[src/rtl/uart_pkg.sv]
// Shared UART definitions: receiver state encoding, default frame geometry and line levels.
// Used by both the RX and TX sides of the serial link.
package uart_pkg;

  typedef enum logic [2:0] {
    IDLE   = 3'd0,
    START  = 3'd1,
    DATA   = 3'd2,
    PARITY = 3'd3,
    STOP   = 3'd4
  } rx_state_e;

  localparam int DEF_CLKS_PER_BIT = 16;
  localparam int DEF_DATA_BITS    = 8;

  localparam logic LINE_IDLE = 1'b1;
  localparam logic START_LVL = 1'b0;
  localparam logic STOP_LVL  = 1'b1;

endpackage

[src/rtl/uart_rx_sync.sv]
// Two-flop synchronizer for an asynchronous input; both stages reset to the idle line level.
module uart_rx_sync
  import uart_pkg::*;
(
  input  logic clk,
  input  logic rst,
  input  logic d,
  output logic q
);

  logic meta_q;
  logic sync_q;

  always_ff @(posedge clk or posedge rst) begin
    if (rst) begin
      meta_q <= LINE_IDLE;
      sync_q <= LINE_IDLE;
    end else begin
      meta_q <= d;
      sync_q <= meta_q;
    end
  end

  assign q = sync_q;

endmodule

[src/rtl/uart_rx_module.sv]
// 8N1 UART receiver with mid-bit sampling, false-start rejection and framing-error detection.
// Define UART_RX_PARITY_EN for 8E1 frames with a live parity_error output.
module uart_rx_module
  import uart_pkg::*;
#(
  parameter int CLKS_PER_BIT = DEF_CLKS_PER_BIT,
  parameter int DATA_BITS    = DEF_DATA_BITS
) (
  input  logic                 clk,
  input  logic                 rst,
  input  logic                 rx,
  output logic [DATA_BITS-1:0] data_out,
  output logic                 data_valid,
  output logic                 framing_error,
  output logic                 parity_error,
  output logic                 busy
);

  localparam int CNT_W = $clog2(CLKS_PER_BIT);
  localparam int IDX_W = $clog2(DATA_BITS);
  localparam logic [CNT_W-1:0] HALF_LAST = CNT_W'(CLKS_PER_BIT / 2 - 1);
  localparam logic [CNT_W-1:0] BIT_LAST  = CNT_W'(CLKS_PER_BIT - 1);
  localparam logic [IDX_W-1:0] IDX_LAST  = IDX_W'(DATA_BITS - 1);

  rx_state_e            state_q, state_d;
  logic [CNT_W-1:0]     cnt_q, cnt_d;
  logic [IDX_W-1:0]     idx_q, idx_d;
  logic [DATA_BITS-1:0] shift_q, shift_d;
  logic [DATA_BITS-1:0] data_out_q, data_out_d;
  logic                 data_valid_q, data_valid_d;
  logic                 framing_error_q, framing_error_d;
  logic                 rx_s;
`ifdef UART_RX_PARITY_EN
  logic                 par_bad_q, par_bad_d;
  logic                 parity_error_q, parity_error_d;
`endif

  uart_rx_sync u_sync (
    .clk (clk),
    .rst (rst),
    .d   (rx),
    .q   (rx_s)
  );

  always_comb begin
    state_d         = state_q;
    cnt_d           = cnt_q + CNT_W'(1);
    idx_d           = idx_q;
    shift_d         = shift_q;
    data_out_d      = data_out_q;
    data_valid_d    = 1'b0;
    framing_error_d = 1'b0;
`ifdef UART_RX_PARITY_EN
    par_bad_d       = par_bad_q;
    parity_error_d  = 1'b0;
`endif
    case (state_q)
      IDLE: begin
        cnt_d = '0;
        if (rx_s == START_LVL) state_d = START;
      end
      START: begin
        // Re-check the line at mid start bit; a high level here was only a glitch.
        if (cnt_q == HALF_LAST) begin
          if (rx_s == START_LVL) begin
            state_d = DATA;
            idx_d   = '0;
          end else begin
            state_d = IDLE;
          end
        end
      end
      DATA: begin
        if (cnt_q == BIT_LAST) begin
          shift_d = {rx_s, shift_q[DATA_BITS-1:1]};
          idx_d   = idx_q + IDX_W'(1);
          cnt_d   = '0;
          if (idx_q == IDX_LAST) begin
`ifdef UART_RX_PARITY_EN
            state_d = PARITY;
`else
            state_d = STOP;
`endif
          end
        end
      end
`ifdef UART_RX_PARITY_EN
      PARITY: begin
        if (cnt_q == BIT_LAST) begin
          par_bad_d = (rx_s != ^shift_q);
          state_d   = STOP;
        end
      end
`endif
      STOP: begin
        // Leave at mid stop bit so an immediately following start edge is not missed.
        if (cnt_q == BIT_LAST) begin
          state_d = IDLE;
          if (rx_s == STOP_LVL) begin
            data_out_d     = shift_q;
            data_valid_d   = 1'b1;
`ifdef UART_RX_PARITY_EN
            parity_error_d = par_bad_q;
`endif
          end else begin
            framing_error_d = 1'b1;
          end
        end
      end
      default: state_d = IDLE;
    endcase
    if (state_d != state_q) cnt_d = '0;
  end

  always_ff @(posedge clk or posedge rst) begin
    if (rst) begin
      state_q         <= IDLE;
      cnt_q           <= '0;
      idx_q           <= '0;
      data_out_q      <= '0;
      data_valid_q    <= 1'b0;
      framing_error_q <= 1'b0;
`ifdef UART_RX_PARITY_EN
      par_bad_q       <= 1'b0;
      parity_error_q  <= 1'b0;
`endif
    end else begin
      state_q         <= state_d;
      cnt_q           <= cnt_d;
      idx_q           <= idx_d;
      data_out_q      <= data_out_d;
      data_valid_q    <= data_valid_d;
      framing_error_q <= framing_error_d;
`ifdef UART_RX_PARITY_EN
      par_bad_q       <= par_bad_d;
      parity_error_q  <= parity_error_d;
`endif
    end
  end

  // The assembly register carries no control meaning, so it is left out of reset.
  always_ff @(posedge clk) begin
    shift_q <= shift_d;
  end

  assign data_out      = data_out_q;
  assign data_valid    = data_valid_q;
  assign framing_error = framing_error_q;
  assign busy          = (state_q != IDLE);
`ifdef UART_RX_PARITY_EN
  assign parity_error  = parity_error_q;
`else
  assign parity_error  = 1'b0;
`endif

endmodule

[config.mk]
export PLATFORM = sky130hd
export DESIGN_NAME = uart_rx_module
export DESIGN_NICKNAME = d
export VERILOG_FILES = /design/src/rtl/uart_pkg.sv /design/src/rtl/uart_rx_sync.sv /design/src/rtl/uart_rx_module.sv
export SDC_FILE = /design/constraint.sdc
export NUM_CORES = 1
export LEC_CHECK = 0
export BUFFER_PORTS_ARGS = -buffer_cell sky130_fd_sc_hd__buf_4
export CAP_MARGIN = 20
export CORE_MARGIN = 5
export CORE_UTILIZATION = 59
export CTS_BUF_LIST = sky130_fd_sc_hd__clkbuf_2 sky130_fd_sc_hd__clkbuf_4 sky130_fd_sc_hd__clkbuf_8
export DETAILED_ROUTE_END_ITERATION = 8
export GPL_ROUTABILITY_DRIVEN = 0
export PLACE_DENSITY = 0.87
export SYNTH_ARGS = -nofsm -noshare
export SYNTH_HDL_FRONTEND = slang
export SYNTH_SLANG_ARGS = --single-unit
[constraint.sdc]
create_clock -name clk -period 2.9 [get_ports clk]
set_clock_uncertainty 0.2 [all_clocks]
set_input_delay 0.435 -clock clk [delete_from_list [all_inputs] [get_ports clk]]
set_output_delay 0.435 -clock clk [all_outputs]
set_load 0.1 [all_outputs]
==> metrics.txt, run 1 <==
# TYPE chip_impl_metric gauge
chip_impl_info{name="result_of_the_run",value="finished clean"} 1
chip_impl_metric{name="final_nets",unit=""} 114
chip_impl_metric{name="port_buffers",unit=""} 13
chip_impl_metric{name="dp_hpwl",unit="µm"} 1526
chip_impl_info{name="min_delay_path_class",value="primary input to register"} 1
chip_impl_metric{name="worstPathRequired",unit="ns"} 2.27
chip_impl_metric{name="part_of_the_power_in_combinational_logic",unit="%"} 22.7
chip_impl_metric{name="fill_cells",unit=""} 144
chip_impl_metric{name="boundaryPins",unit=""} 15
chip_impl_metric{name="grt_usage",unit="%"} 15.23
chip_impl_metric{name="vias",unit=""} 786
chip_impl_info{name="worstReg2RegEnd",value="data_out[4]$_DFFE_PP0P_"} 1
chip_impl_metric{name="antenna-diode-count",unit=""} 0
chip_impl_metric{name="worst_slack_on_hold_paths",unit="ns"} 0.01940
chip_impl_metric{name="drcViolationCount",unit=""} 0
chip_impl_metric{name="routedWlPerCell",unit="µm"} 15.66
chip_impl_info{name="path_cells",value="or3_1 > buf_4"} 1
chip_impl_metric{name="postSynth.asyncResetShare",unit="%"} 73.33
chip_impl_metric{name="synth-warning-count",unit=""} 0
chip_impl_info{name="tritoncts",value="yes"} 1
chip_impl_metric{name="synth-seq-area-share",unit="%"} 63.27
chip_impl_info{name="clock_tree.root_cell",value="clkbuf_4"} 1
chip_impl_info{name="netlist_top_cells_count",value="20 x dfrtp_1, 8 x edfxtp_1, 8 x mux2_2, 5 x nor2_1"} 1
chip_impl_metric{name="maxCapViolations",unit=""} 0
chip_impl_metric{name="seqPwrFrac",unit="%"} 52.1
chip_impl_info{name="rsz_0062_raised_after_global_routing",value="false"} 1
chip_impl_metric{name="cts_buffers",unit=""} 5
chip_impl_metric{name="max-vdd-ir-drop",unit="mV"} 0.5053
chip_impl_info{name="worstSetupEndpointType",value="output port"} 1
chip_impl_metric{name="maximum_buffer_depth_of_the_clock_tree",unit=""} 2
chip_impl_metric{name="grt_pass1_wl",unit="µm"} 3705
chip_impl_metric{name="grt_overflow",unit=""} 0
chip_impl_metric{name="portion_of_the_clock_cycle_consumed_by_the_worst_path_in_the_final_layout",unit="%"} 74.53
chip_impl_metric{name="cts_sink_count",unit=""} 30
chip_impl_metric{name="cts_resized",unit=""} 0
chip_impl_metric{name="maxSlewViolCount",unit=""} 0
chip_impl_metric{name="layout-area-overhead-vs-synth",unit="%"} 13.57
chip_impl_info{name="globalRoute.busiestLayer",value="met2"} 1
chip_impl_metric{name="drive_above_1_share",unit="%"} 31.19
chip_impl_metric{name="first_pass_iters",unit=""} 4
chip_impl_metric{name="mappedNetlistArea",unit="µm²"} 1254
chip_impl_metric{name="power_switching",unit="µW"} 333.6
chip_impl_metric{name="power_report.internal_total",unit="µW"} 690.0
chip_impl_metric{name="edff_count_synth",unit=""} 8
chip_impl_info{name="synthDominantAreaCellType",value="dfrtp_1"} 1
chip_impl_metric{name="avgSynthCellArea",unit="µm²"} 13.63
chip_impl_metric{name="htree_num_levels",unit=""} 2
chip_impl_info{name="crit_path_end",value="busy"} 1
chip_impl_info{name="synth_ff_type",value="dfrtp_1"} 1
chip_impl_metric{name="coreArea",unit="µm²"} 2002
chip_impl_metric{name="die_y",unit="µm"} 56.10
chip_impl_metric{name="effective_utilization_at_floorplan",unit="%"} 62.62
chip_impl_info{name="cp-startpoint",value="state_q[2]$_DFF_PP0_"} 1
chip_impl_metric{name="worstRegToRegCells",unit=""} 4
chip_impl_metric{name="antenna_violating_nets_post_route",unit=""} 0
chip_impl_info{name="worst-setup-path-type",value="register to output port"} 1
chip_impl_metric{name="tightest_slew",unit="ns"} 0.8220
chip_impl_metric{name="grt_use_met3",unit="%"} 5.800
chip_impl_metric{name="final_util",unit="%"} 71.13
chip_impl_metric{name="ys_seq_elements",unit=""} 30
chip_impl_metric{name="pwr_density_cell",unit="nW/µm²"} 718.9
chip_impl_info{name="synth_area_leaders",value="dfrtp_1 40%, edfxtp_1 19%, mux2_2 7.2%, dfstp_2 4.2%, ha_1 3.0%"} 1
chip_impl_metric{name="grt_pass1_vias",unit=""} 835
chip_impl_metric{name="timing.critical_path.slowest_cell_delay",unit="ns"} 0.53
chip_impl_info{name="yosysMostFrequentCell",value="dfrtp_1"} 1
chip_impl_metric{name="crit_fanout",unit=""} 13
chip_impl_metric{name="groute.layer.met1.usage",unit="%"} 17.55
chip_impl_metric{name="power_switching_share",unit="%"} 32.59
chip_impl_info{name="crit_path_top_delay_cell",value="dfrtp_1"} 1
chip_impl_metric{name="finalCriticalPeriod",unit="ns"} 2.161
chip_impl_metric{name="fp.dieW",unit="µm"} 56.10
chip_impl_metric{name="synth_instances",unit=""} 92
chip_impl_metric{name="pin_count_of_the_biggest_net_entering_global_routing",unit=""} 23
chip_impl_metric{name="netlist-cell-type-count",unit=""} 36
chip_impl_metric{name="number_of_antenna_violations_at_the_first_check_in_global_routing",unit=""} 0
chip_impl_metric{name="aggregate_routed_wire_length",unit="µm"} 2130
chip_impl_metric{name="detail_route.vias_per_cell",unit=""} 5.779
chip_impl_metric{name="core.rowCount",unit=""} 16
chip_impl_metric{name="rrSetupSlack",unit="ns"} 0.87
chip_impl_metric{name="achievable-frequency",unit="MHz"} 462.7
chip_impl_metric{name="cts_setup_buffers",unit=""} 0
chip_impl_info{name="regToRegStartpoint",value="cnt_q[0]$_DFF_PP0_"} 1
chip_impl_metric{name="synth.net_count",unit=""} 98
chip_impl_metric{name="met2_global_route_usage",unit="%"} 25.54
chip_impl_metric{name="netlist.area_leader.share",unit="%"} 39.92
chip_impl_metric{name="drt_iter0_drc",unit=""} 12
chip_impl_metric{name="max-slew-margin-rel",unit="%"} 45.14
chip_impl_metric{name="worst-endpoint-arrival",unit="ns"} 1.53
chip_impl_metric{name="clk_transition_reported_paths",unit="ns"} 0.09
chip_impl_metric{name="total_power",unit="µW"} 1024
chip_impl_metric{name="cellLeakagePower",unit="µW"} 0.0006721
chip_impl_metric{name="finalSetupViolCount",unit=""} 0
chip_impl_metric{name="power.share.clock",unit="%"} 25.2
chip_impl_info{name="setup.worst_path.start_class",value="register"} 1
chip_impl_metric{name="cts_hold_buf",unit=""} 0
chip_impl_metric{name="insertion_delay",unit="ns"} 0.31
chip_impl_metric{name="final-hold-violation-count",unit=""} 0
chip_impl_metric{name="die_area",unit="µm²"} 3147
chip_impl_metric{name="setup-tns-final",unit="ns"} 0
-- power by group through the flow --
stage / registers (µW) / clock network (µW) / logic (µW)
finish: 533 / 258 / 233
global route: 541 / 278 / 259
CTS: 531 / 264 / 233
detailed placement: 540 / 0 / 232
global placement: 536 / 0 / 223
floorplan: 500 / 0 / 238
-- logic make-up (layout without fill, tap and decap cells) --
logic type / after synthesis / in the layout / synth area share, %
buffers and inverters: 9 / 26 / 3.792
flip-flops: 30 / 30 / 63.27
adder cells (fa/ha/maj): 3 / 3 / 2.994
XOR/XNOR: 4 / 4 / 2.795
AO/OA/AOI/OAI: 13 / 13 / 7.485
AND/OR/NAND/NOR: 22 / 22 / 10.18
multiplexers: 10 / 10 / 9.182
other: 1 / 1 / 0.2991
-- worst min path at each step --
stage / start / to / slack, ns / cells after the start
2_1_floorplan: u_sync.meta_q$_DFF_PP1_ / u_sync.q$_DFF_PP1_ / 0.15 / 0
3_3_place_gp: u_sync.meta_q$_DFF_PP1_ / u_sync.q$_DFF_PP1_ / 0.15 / 0
3_5_place_dp: u_sync.meta_q$_DFF_PP1_ / u_sync.q$_DFF_PP1_ / 0.15 / 0
4_1_cts: rx / u_sync.meta_q$_DFF_PP1_ / 0.01 / 1
5_1_grt: rx / u_sync.meta_q$_DFF_PP1_ / 0.009 / 1
6_report: rx / u_sync.meta_q$_DFF_PP1_ / 0.02 / 1
-- per-stage QoR --
stage               setup WS (ns)  instance area, µm²  instances
finish                     0.7387                1424        136
global route               0.6711                1424        136
CTS                        0.7389                1424        136
detailed placement         0.8855                1360        128
global placement           0.9529                1360        128
floorplan                  0.8403                1254         92
-- sequential cells by signal (all words and copies together) (netlist names) --
name / flops
u_sync.q: 1
framing_error: 1
state_q: 3
shift_q: 8
data_valid: 1
idx_q: 3
cnt_q: 4
u_sync.meta_q: 1
data_out: 8
-- per-layer routing --
| metal | up-vias | part of all wire, % |
|---|---|---|
| met4 | 0 | 0.56 |
| met1 | 404 | 42 |
| met5 | - | 0 |
| met2 | 16 | 52 |
| li1 | 364 | - |
| met3 | 2 | 5.2 |
-- cells in the final DEF, fill, tap and decap left out, types with 2 or more instances in the layout --
cell	instances
a211oi_1	2
a21oi_1	4
a22o_1	2
buf_4	14
clkbuf_4	6
dfrtp_1	20
dfstp_2	2
edfxtp_1	8
ha_1	3
inv_1	4
mux2_2	8
nand2_1	2
nand2b_1	2
nand3_1	3
nand3b_1	2
nor2_1	5
xnor2_1	2
xor2_1	2
-- layout make-up --
cell class	count	area [µm²]	area share, %
clock buffer	7	58.81	4.130
timing repair buffer	14	105.1	7.381
tap	27	33.78	2.373
clock inverter	1	5.005	0.3515
sequential	30	793.3	55.71
multi-input combinational	53	412.9	29.00
inverter	4	15.01	1.054
-- critical path: cells and delay by family (launching register included) --
kind | cells | cell delay [ns]
flops | 1 | 0.53
simple gates | 1 | 0.43
buf+inv | 1 | 0.25
(Power assumes the default switching activity.)
==> run 2: changes to the inputs <==
--- a/config.mk
+++ b/config.mk
@@ -5,14 +5,15 @@
 export SDC_FILE = /design/constraint.sdc
 export NUM_CORES = 1
 export LEC_CHECK = 0
+export ABC_AREA = 1
 export BUFFER_PORTS_ARGS = -buffer_cell sky130_fd_sc_hd__buf_4
 export CAP_MARGIN = 20
 export CORE_MARGIN = 5
-export CORE_UTILIZATION = 59
+export CORE_UTILIZATION = 53
 export CTS_BUF_LIST = sky130_fd_sc_hd__clkbuf_2 sky130_fd_sc_hd__clkbuf_4 sky130_fd_sc_hd__clkbuf_8
 export DETAILED_ROUTE_END_ITERATION = 8
 export GPL_ROUTABILITY_DRIVEN = 0
-export PLACE_DENSITY = 0.87
+export PLACE_DENSITY = 0.83
 export SYNTH_ARGS = -nofsm -noshare
 export SYNTH_HDL_FRONTEND = slang
 export SYNTH_SLANG_ARGS = --single-unit
==> constraint.sdc (replaced) <==
create_clock -name clk -period 1.9 [get_ports clk]
set_clock_uncertainty 0.2 [all_clocks]
set_input_delay 0.285 -clock clk [delete_from_list [all_inputs] [get_ports clk]]
set_output_delay 0.285 -clock clk [all_outputs]
set_load 0.1 [all_outputs]
==> run 2 against run 1 <==
  * Sequential power is 63% higher
  * Synthesized area is 0.30% lower
  * Die area is 9.0% higher
  * Highest routed layer unchanged
==> metrics.txt, run 2 <==
# TYPE chip_impl_metric gauge
chip_impl_info{name="result_of_the_run",value="finished clean"} 1
chip_impl_metric{name="portion_of_the_clock_cycle_consumed_by_the_worst_path_in_the_final_layout",unit="%"} 91.94
chip_impl_metric{name="dp_hpwl",unit="µm"} 1496
chip_impl_metric{name="fill_cells",unit=""} 177
chip_impl_metric{name="pwr_density_cell",unit="nW/µm²"} 1056
chip_impl_metric{name="final_standard_cell_count_with_taps_included_and_fillers_excluded",unit=""} 168
chip_impl_metric{name="die_y",unit="µm"} 58.57
chip_impl_metric{name="detail_route.vias_per_cell",unit=""} 4.988
chip_impl_metric{name="grt_pass1_wl",unit="µm"} 3519
chip_impl_metric{name="worst_slack",unit="ns"} 0.1531
chip_impl_metric{name="aggregate_routed_wire_length",unit="µm"} 2056
chip_impl_info{name="synthDominantAreaCellType",value="dfrtp_1"} 1
chip_impl_metric{name="synth.net_count",unit=""} 123
chip_impl_metric{name="worst-endpoint-arrival",unit="ns"} 1.26
chip_impl_metric{name="pin_count_of_the_biggest_net_entering_global_routing",unit=""} 23
chip_impl_info{name="yosysMostFrequentCell",value="nand2_1"} 1
chip_impl_metric{name="htree_num_levels",unit=""} 2
chip_impl_metric{name="pre_cts_slack",unit="ns"} 0.2445
chip_impl_info{name="netlist_top_cells_count",value="38 x nand2_1, 20 x dfrtp_1, 8 x edfxtp_1, 8 x inv_1, 7 x nor2_1"} 1
chip_impl_metric{name="max-vdd-ir-drop",unit="mV"} 0.7951
chip_impl_metric{name="grt_usage",unit="%"} 14.36
chip_impl_metric{name="layout-area-overhead-vs-synth",unit="%"} 17.22
chip_impl_metric{name="core.rowCount",unit=""} 17
chip_impl_metric{name="final_nets",unit=""} 145
chip_impl_metric{name="cellLeakagePower",unit="µW"} 0.0007427
chip_impl_info{name="route.top_layer_used",value="met4"} 1
chip_impl_metric{name="drt-met1-wl",unit="µm"} 844
chip_impl_metric{name="final-hold-violation-count",unit=""} 0
chip_impl_info{name="synth_ff_type",value="dfrtp_1"} 1
chip_impl_info{name="synth_area_leaders",value="dfrtp_1 40%, edfxtp_1 19%, nand2_1 11%, dfstp_2 4.2%, ha_1 3.0%"} 1
chip_impl_metric{name="detailroute.wirelength.met2",unit="µm"} 1005
chip_impl_metric{name="drive_above_1_share",unit="%"} 28.57
chip_impl_metric{name="finalCriticalPeriod",unit="ns"} 1.747
chip_impl_metric{name="cts_buffers",unit=""} 5
chip_impl_metric{name="netlist.area_leader.share",unit="%"} 40.04
chip_impl_metric{name="crit_fanout",unit=""} 4
chip_impl_metric{name="grt_overflow",unit=""} 0
chip_impl_metric{name="maxSlewViolCount",unit=""} 0
chip_impl_metric{name="boundaryPins",unit=""} 15
chip_impl_metric{name="fp.dieW",unit="µm"} 58.57
chip_impl_metric{name="antenna_violating_nets_post_route",unit=""} 0
chip_impl_info{name="setup.worst_path.start_class",value="register"} 1
chip_impl_metric{name="worstPathRequired",unit="ns"} 1.41
chip_impl_metric{name="die_area",unit="µm²"} 3430
chip_impl_metric{name="synth-seq-area-share",unit="%"} 63.46
chip_impl_metric{name="achievable-frequency",unit="MHz"} 572.5
chip_impl_metric{name="synth-warning-count",unit=""} 0
chip_impl_metric{name="port_buffers",unit=""} 13
chip_impl_info{name="min_delay_path_class",value="register to register"} 1
chip_impl_metric{name="avgSynthCellArea",unit="µm²"} 10.68
chip_impl_metric{name="total_power",unit="µW"} 1547
chip_impl_metric{name="cts_sink_count",unit=""} 30
chip_impl_metric{name="grt_pass1_vias",unit=""} 816
chip_impl_metric{name="synth_instances",unit=""} 117
chip_impl_info{name="rsz_0062_raised_after_global_routing",value="false"} 1
chip_impl_metric{name="netlist-cell-type-count",unit=""} 26
chip_impl_metric{name="place.detailed.instances",unit=""} 158
chip_impl_metric{name="vias",unit=""} 838
chip_impl_metric{name="setup-tns-final",unit="ns"} 0
chip_impl_metric{name="number_of_antenna_violations_at_the_first_check_in_global_routing",unit=""} 0
chip_impl_metric{name="insertion_delay",unit="ns"} 0.33
chip_impl_metric{name="edff_count_synth",unit=""} 8
chip_impl_metric{name="postSynth.asyncResetShare",unit="%"} 73.33
chip_impl_info{name="tritoncts",value="yes"} 1
chip_impl_metric{name="first_pass_iters",unit=""} 6
chip_impl_metric{name="maximum_buffer_depth_of_the_clock_tree",unit=""} 2
chip_impl_metric{name="antenna-diode-count",unit=""} 0
chip_impl_metric{name="routedWlPerCell",unit="µm"} 12.24
chip_impl_info{name="clock_tree.root_cell",value="clkbuf_4"} 1
chip_impl_info{name="layout.cells.most_common",value="nand2_1"} 1
chip_impl_metric{name="met3_wirelength",unit="µm"} 145
chip_impl_info{name="worstSetupEndpointType",value="output port"} 1
chip_impl_metric{name="ys_seq_elements",unit=""} 30
chip_impl_info{name="layout.cells.most_common_list",value="38 x nand2_1, 20 x dfrtp_1, 14 x buf_4"} 1
chip_impl_metric{name="mappedNetlistArea",unit="µm²"} 1250
chip_impl_info{name="worst-setup-path-type",value="register to output port"} 1
chip_impl_metric{name="maxCapViolations",unit=""} 0
chip_impl_metric{name="coreArea",unit="µm²"} 2233
chip_impl_metric{name="effective_utilization_at_floorplan",unit="%"} 55.97
chip_impl_metric{name="drcViolationCount",unit=""} 0
chip_impl_metric{name="drt_iter0_drc",unit=""} 17
chip_impl_metric{name="clk_transition_reported_paths",unit="ns"} 0.09
chip_impl_metric{name="finalSetupViolCount",unit=""} 0
==> run 2: final cells by class <==
class | instances | area [µm²] | share of cell area, %
clock buffers | 6 | 45.04 | 3.074
clock inverters | 2 | 10.01 | 0.6832
inverters | 12 | 52.55 | 3.587
multi-input cells | 74 | 404.1 | 27.58
flip-flops and latches | 30 | 793.3 | 54.14
well taps | 28 | 35.03 | 2.391
repair buffers | 16 | 125.1 | 8.540
==> run 2: worst paths after layout <==
check | cells after the start | slack (ns) | startpoint | endpoint
max | 3 | 0.15 | state_q[0]$_DFF_PP0_ | busy
min | 0 | 0.16 | u_sync.meta_q$_DFF_PP1_ | u_sync.q$_DFF_PP1_
max reg2reg | 8 | 0.24 | state_q[0]$_DFF_PP0_ | cnt_q[2]$_DFF_PP0_
min reg2reg | 0 | 0.16 | u_sync.meta_q$_DFF_PP1_ | u_sync.q$_DFF_PP1_
max in group asynchronous | 4 | 0.88 | rst | u_sync.meta_q$_DFF_PP1_
min in group asynchronous | 4 | 0.34 | rst | idx_q[0]$_DFFE_PP0P_
==> run 2: cells by family after synthesis <==
family / Yosys count / share of synthesized area (%)
adder cells (fa/ha/maj): 3 / 3.003
flip-flops: 30 / 63.46
AO/OA/AOI/OAI: 6 / 3.003
other: 1 / 0.3000
buffers and inverters: 13 / 4.806
AND/OR/NAND/NOR: 64 / 25.43
==> run 2: routing by layer <==
metal	track usage (%)	up-vias
met2	22.97	22
li1	-	418
met5	0	-
met4	7.947	0
met1	15.63	389
met3	6.798	9
==> run 2: per-stage QoR <==
step                      hold WS [ns]  util [%]  instance area (µm²)
after global routing            0.1699     65.60                 1465
after detailed placement        0.1460     61.90                 1383
after CTS                       0.1636     65.38                 1460
after global placement          0.1350     61.90                 1383
final                           0.1640     65.60                 1465
after floorplan                0.07274         -                 1250
==> run 2: timing repair <==
| action | CTS | global route |
|---|---|---|
| pin swaps | 0 | 0 |
| setup buffers | 0 | 0 |
| hold endpoints to repair | 21 | 0 |
| hold buffers | 2 | 0 |
| resized for setup | 1 | 1 |
| setup endpoints to repair | 1 | 1 |
==> run 2: power by group <==
part / total (µW) / switching (µW) / internal (µW)
registers: 868 / 89.4 / 779
logic: 313 / 185 / 128
clock network: 366 / 211 / 155
total: 1550 / 485 / 1060
==> run 2: worst max-delay path: stages (launching register included) <==
cell and delay (ns):
dfrtp_1 0.43, nor2_4 0.17, nand2_2 0.09, buf_4 0.24
==> run 3: changes to the inputs <==
--- a/config.mk
+++ b/config.mk
@@ -13,7 +13,7 @@
 export CTS_BUF_LIST = sky130_fd_sc_hd__clkbuf_2 sky130_fd_sc_hd__clkbuf_4 sky130_fd_sc_hd__clkbuf_8
 export DETAILED_ROUTE_END_ITERATION = 8
 export GPL_ROUTABILITY_DRIVEN = 0
-export PLACE_DENSITY = 0.83
+export PLACE_DENSITY = 0.76
 export SYNTH_ARGS = -nofsm -noshare
 export SYNTH_HDL_FRONTEND = slang
 export SYNTH_SLANG_ARGS = --single-unit
==> run 3 against run 2 <==
  * Cell area shrank 0.43%
  * Wire length is 7.7% higher
  * First-iteration DRC count shrank 35%
  * Critical path depth unchanged
  * Global-route usage is 2.0 points higher
  * Critical path type unchanged
  * Highest routed layer unchanged
==> metrics.txt, run 3 (same netlist as run 2, synthesis figures left out) <==
# TYPE chip_impl_metric gauge
chip_impl_info{name="result_of_the_run",value="finished clean"} 1
chip_impl_metric{name="grt_pass1_vias",unit=""} 914
chip_impl_metric{name="rrSetupSlack",unit="ns"} 0.24
chip_impl_metric{name="place.detailed.instances",unit=""} 158
chip_impl_metric{name="finalCriticalPeriod",unit="ns"} 1.813
chip_impl_metric{name="die_y",unit="µm"} 58.57
chip_impl_metric{name="grt_pass1_wl",unit="µm"} 4126
chip_impl_metric{name="boundaryPins",unit=""} 15
chip_impl_metric{name="fill_cells",unit=""} 174
chip_impl_metric{name="total_power",unit="µW"} 1540
chip_impl_info{name="worstSetupEndpointType",value="output port"} 1
chip_impl_metric{name="cts_sink_count",unit=""} 30
chip_impl_info{name="setup.worst_path.start_class",value="register"} 1
chip_impl_info{name="layout.cells.most_common_list",value="38 x nand2_1, 20 x dfrtp_1, 14 x buf_4"} 1
chip_impl_metric{name="cellLeakagePower",unit="µW"} 0.0007356
chip_impl_metric{name="cts_buffers",unit=""} 5
chip_impl_metric{name="max-vdd-ir-drop",unit="mV"} 0.6743
chip_impl_metric{name="core.rowCount",unit=""} 17
chip_impl_metric{name="number_of_antenna_violations_at_the_first_check_in_global_routing",unit=""} 0
chip_impl_metric{name="worst_slack_on_hold_paths",unit="ns"} 0.1615
chip_impl_metric{name="aggregate_routed_wire_length",unit="µm"} 2214
chip_impl_metric{name="crit_fanout",unit=""} 4
chip_impl_metric{name="insertion_delay",unit="ns"} 0.33
chip_impl_info{name="min_from",value="u_sync.meta_q$_DFF_PP1_"} 1
chip_impl_info{name="worst-setup-path-type",value="register to output port"} 1
chip_impl_metric{name="vias",unit=""} 856
chip_impl_metric{name="setup-tns-final",unit="ns"} 0
chip_impl_metric{name="grt_overflow",unit=""} 0
chip_impl_metric{name="maximum_buffer_depth_of_the_clock_tree",unit=""} 2
chip_impl_metric{name="final_nets",unit=""} 145
chip_impl_metric{name="final-hold-violation-count",unit=""} 0
chip_impl_metric{name="finalSetupViolCount",unit=""} 0
chip_impl_metric{name="worstRegToRegCells",unit=""} 6
chip_impl_metric{name="antenna-diode-count",unit=""} 0
chip_impl_metric{name="maxSlewViolCount",unit=""} 0
chip_impl_metric{name="final_standard_cell_count_with_taps_included_and_fillers_excluded",unit=""} 168
chip_impl_metric{name="dp_hpwl",unit="µm"} 1644
chip_impl_metric{name="cts_setup_buffers",unit=""} 0
chip_impl_metric{name="hold_path_depth",unit=""} 0
chip_impl_info{name="hold_end",value="u_sync.q$_DFF_PP1_"} 1
chip_impl_metric{name="die_area",unit="µm²"} 3430
chip_impl_metric{name="layout-area-overhead-vs-synth",unit="%"} 16.72
chip_impl_metric{name="achievable-frequency",unit="MHz"} 551.5
chip_impl_metric{name="effective_utilization_at_floorplan",unit="%"} 55.97
chip_impl_metric{name="drcViolationCount",unit=""} 0
chip_impl_metric{name="routedWlPerCell",unit="µm"} 13.18
chip_impl_metric{name="pwr_density_cell",unit="nW/µm²"} 1055
chip_impl_info{name="regToRegStartpoint",value="cnt_q[0]$_DFF_PP0_"} 1
chip_impl_info{name="tritoncts",value="yes"} 1
chip_impl_info{name="worstReg2RegEnd",value="cnt_q[0]$_DFF_PP0_"} 1
chip_impl_metric{name="first_pass_iters",unit=""} 4
chip_impl_metric{name="drt_iter0_drc",unit=""} 11
chip_impl_metric{name="worst-endpoint-arrival",unit="ns"} 1.33
chip_impl_info{name="rsz_0062_raised_after_global_routing",value="false"} 1
chip_impl_metric{name="detail_route.vias_per_cell",unit=""} 5.095
chip_impl_metric{name="drive_above_1_share",unit="%"} 27.86
chip_impl_metric{name="htree_num_levels",unit=""} 2
chip_impl_metric{name="clk_transition_reported_paths",unit="ns"} 0.09
chip_impl_metric{name="final_util",unit="%"} 65.32
chip_impl_metric{name="grt_usage",unit="%"} 16.39
chip_impl_info{name="clock_tree.root_cell",value="clkbuf_4"} 1
chip_impl_metric{name="port_buffers",unit=""} 13
chip_impl_metric{name="coreArea",unit="µm²"} 2233
chip_impl_metric{name="worstPathRequired",unit="ns"} 1.41
chip_impl_metric{name="portion_of_the_clock_cycle_consumed_by_the_worst_path_in_the_final_layout",unit="%"} 95.43
chip_impl_metric{name="maxCapViolations",unit=""} 0
chip_impl_info{name="layout.cells.most_common",value="nand2_1"} 1
chip_impl_metric{name="fp.dieW",unit="µm"} 58.57
chip_impl_metric{name="antenna_violating_nets_post_route",unit=""} 0
chip_impl_metric{name="pin_count_of_the_biggest_net_entering_global_routing",unit=""} 14
chip_impl_info{name="min_delay_path_class",value="register to register"} 1
run 3: cell types whose count changed in the layout (fill, tap and decap cells not counted), sizes merged:
cell and delta:
clkinvlp +1, clkbuf -1
run 3: how the worst max path moves through the flow:
stage | start | endpoint | slack [ns]
floorplan | state_q[0]$_DFF_PP0_ | cnt_q[2]$_DFF_PP0_ | 0.14
global placement | cnt_q[0]$_DFF_PP0_ | cnt_q[3]$_DFF_PP0_ | 0.33
detailed placement | cnt_q[0]$_DFF_PP0_ | cnt_q[3]$_DFF_PP0_ | 0.24
CTS | state_q[0]$_DFF_PP0_ | busy | 0.08
global route | state_q[1]$_DFF_PP0_ | busy | 0.005
finish | state_q[0]$_DFF_PP0_ | busy | 0.09
run 3: repair_timing:
item                                   4_1_cts  5_1_grt
endpoints found under the hold margin       11        0
setup endpoints to repair                    1        0
gates resized for setup                      1        0
hold buffers                                 2        0
run 3: cell type report:
cell class              instances  area, µm²  share of cell area (%)
inverters                      12      52.55                   3.602
clock buffers                   5      37.54                   2.573
flip-flops and latches         30      793.3                   54.37
well taps                      28      35.03                   2.401
repair buffers                 16      125.1                   8.576
multi-input cells              74      399.1                   27.36
clock inverters                 3      16.27                   1.115
run 3: metrics by stage:
step / setup slack [ns] / cell area [µm²]
5_1_grt: 0.005497 / 1459
6_report: 0.08676 / 1459
3_5_place_dp: 0.2364 / 1383
3_3_place_gp: 0.3314 / 1383
4_1_cts: 0.07702 / 1459
2_1_floorplan: 0.1365 / 1250
run 3: metal layers:
layer,track usage (%),share of wire (%)
met5,0,0
met4,8.609,2.5
met3,5.263,5.3
met2,26.32,49
met1,19.57,43
run 3: where the power goes:
part,switching (µW),internal [µW],leakage [µW],total [µW]
Sequential,86.2,779,0.000356,865
Combinational,186,129,0.000351,315
Clock,222,137,0.0000286,360
Total,495,1040,0.000736,1540
run 3: worst max-delay path, cell delays in order, from the launching register on:
cell	delay (ns)
dfrtp_1	0.41
nor2_2	0.22
nand2_2	0.12
buf_4	0.25
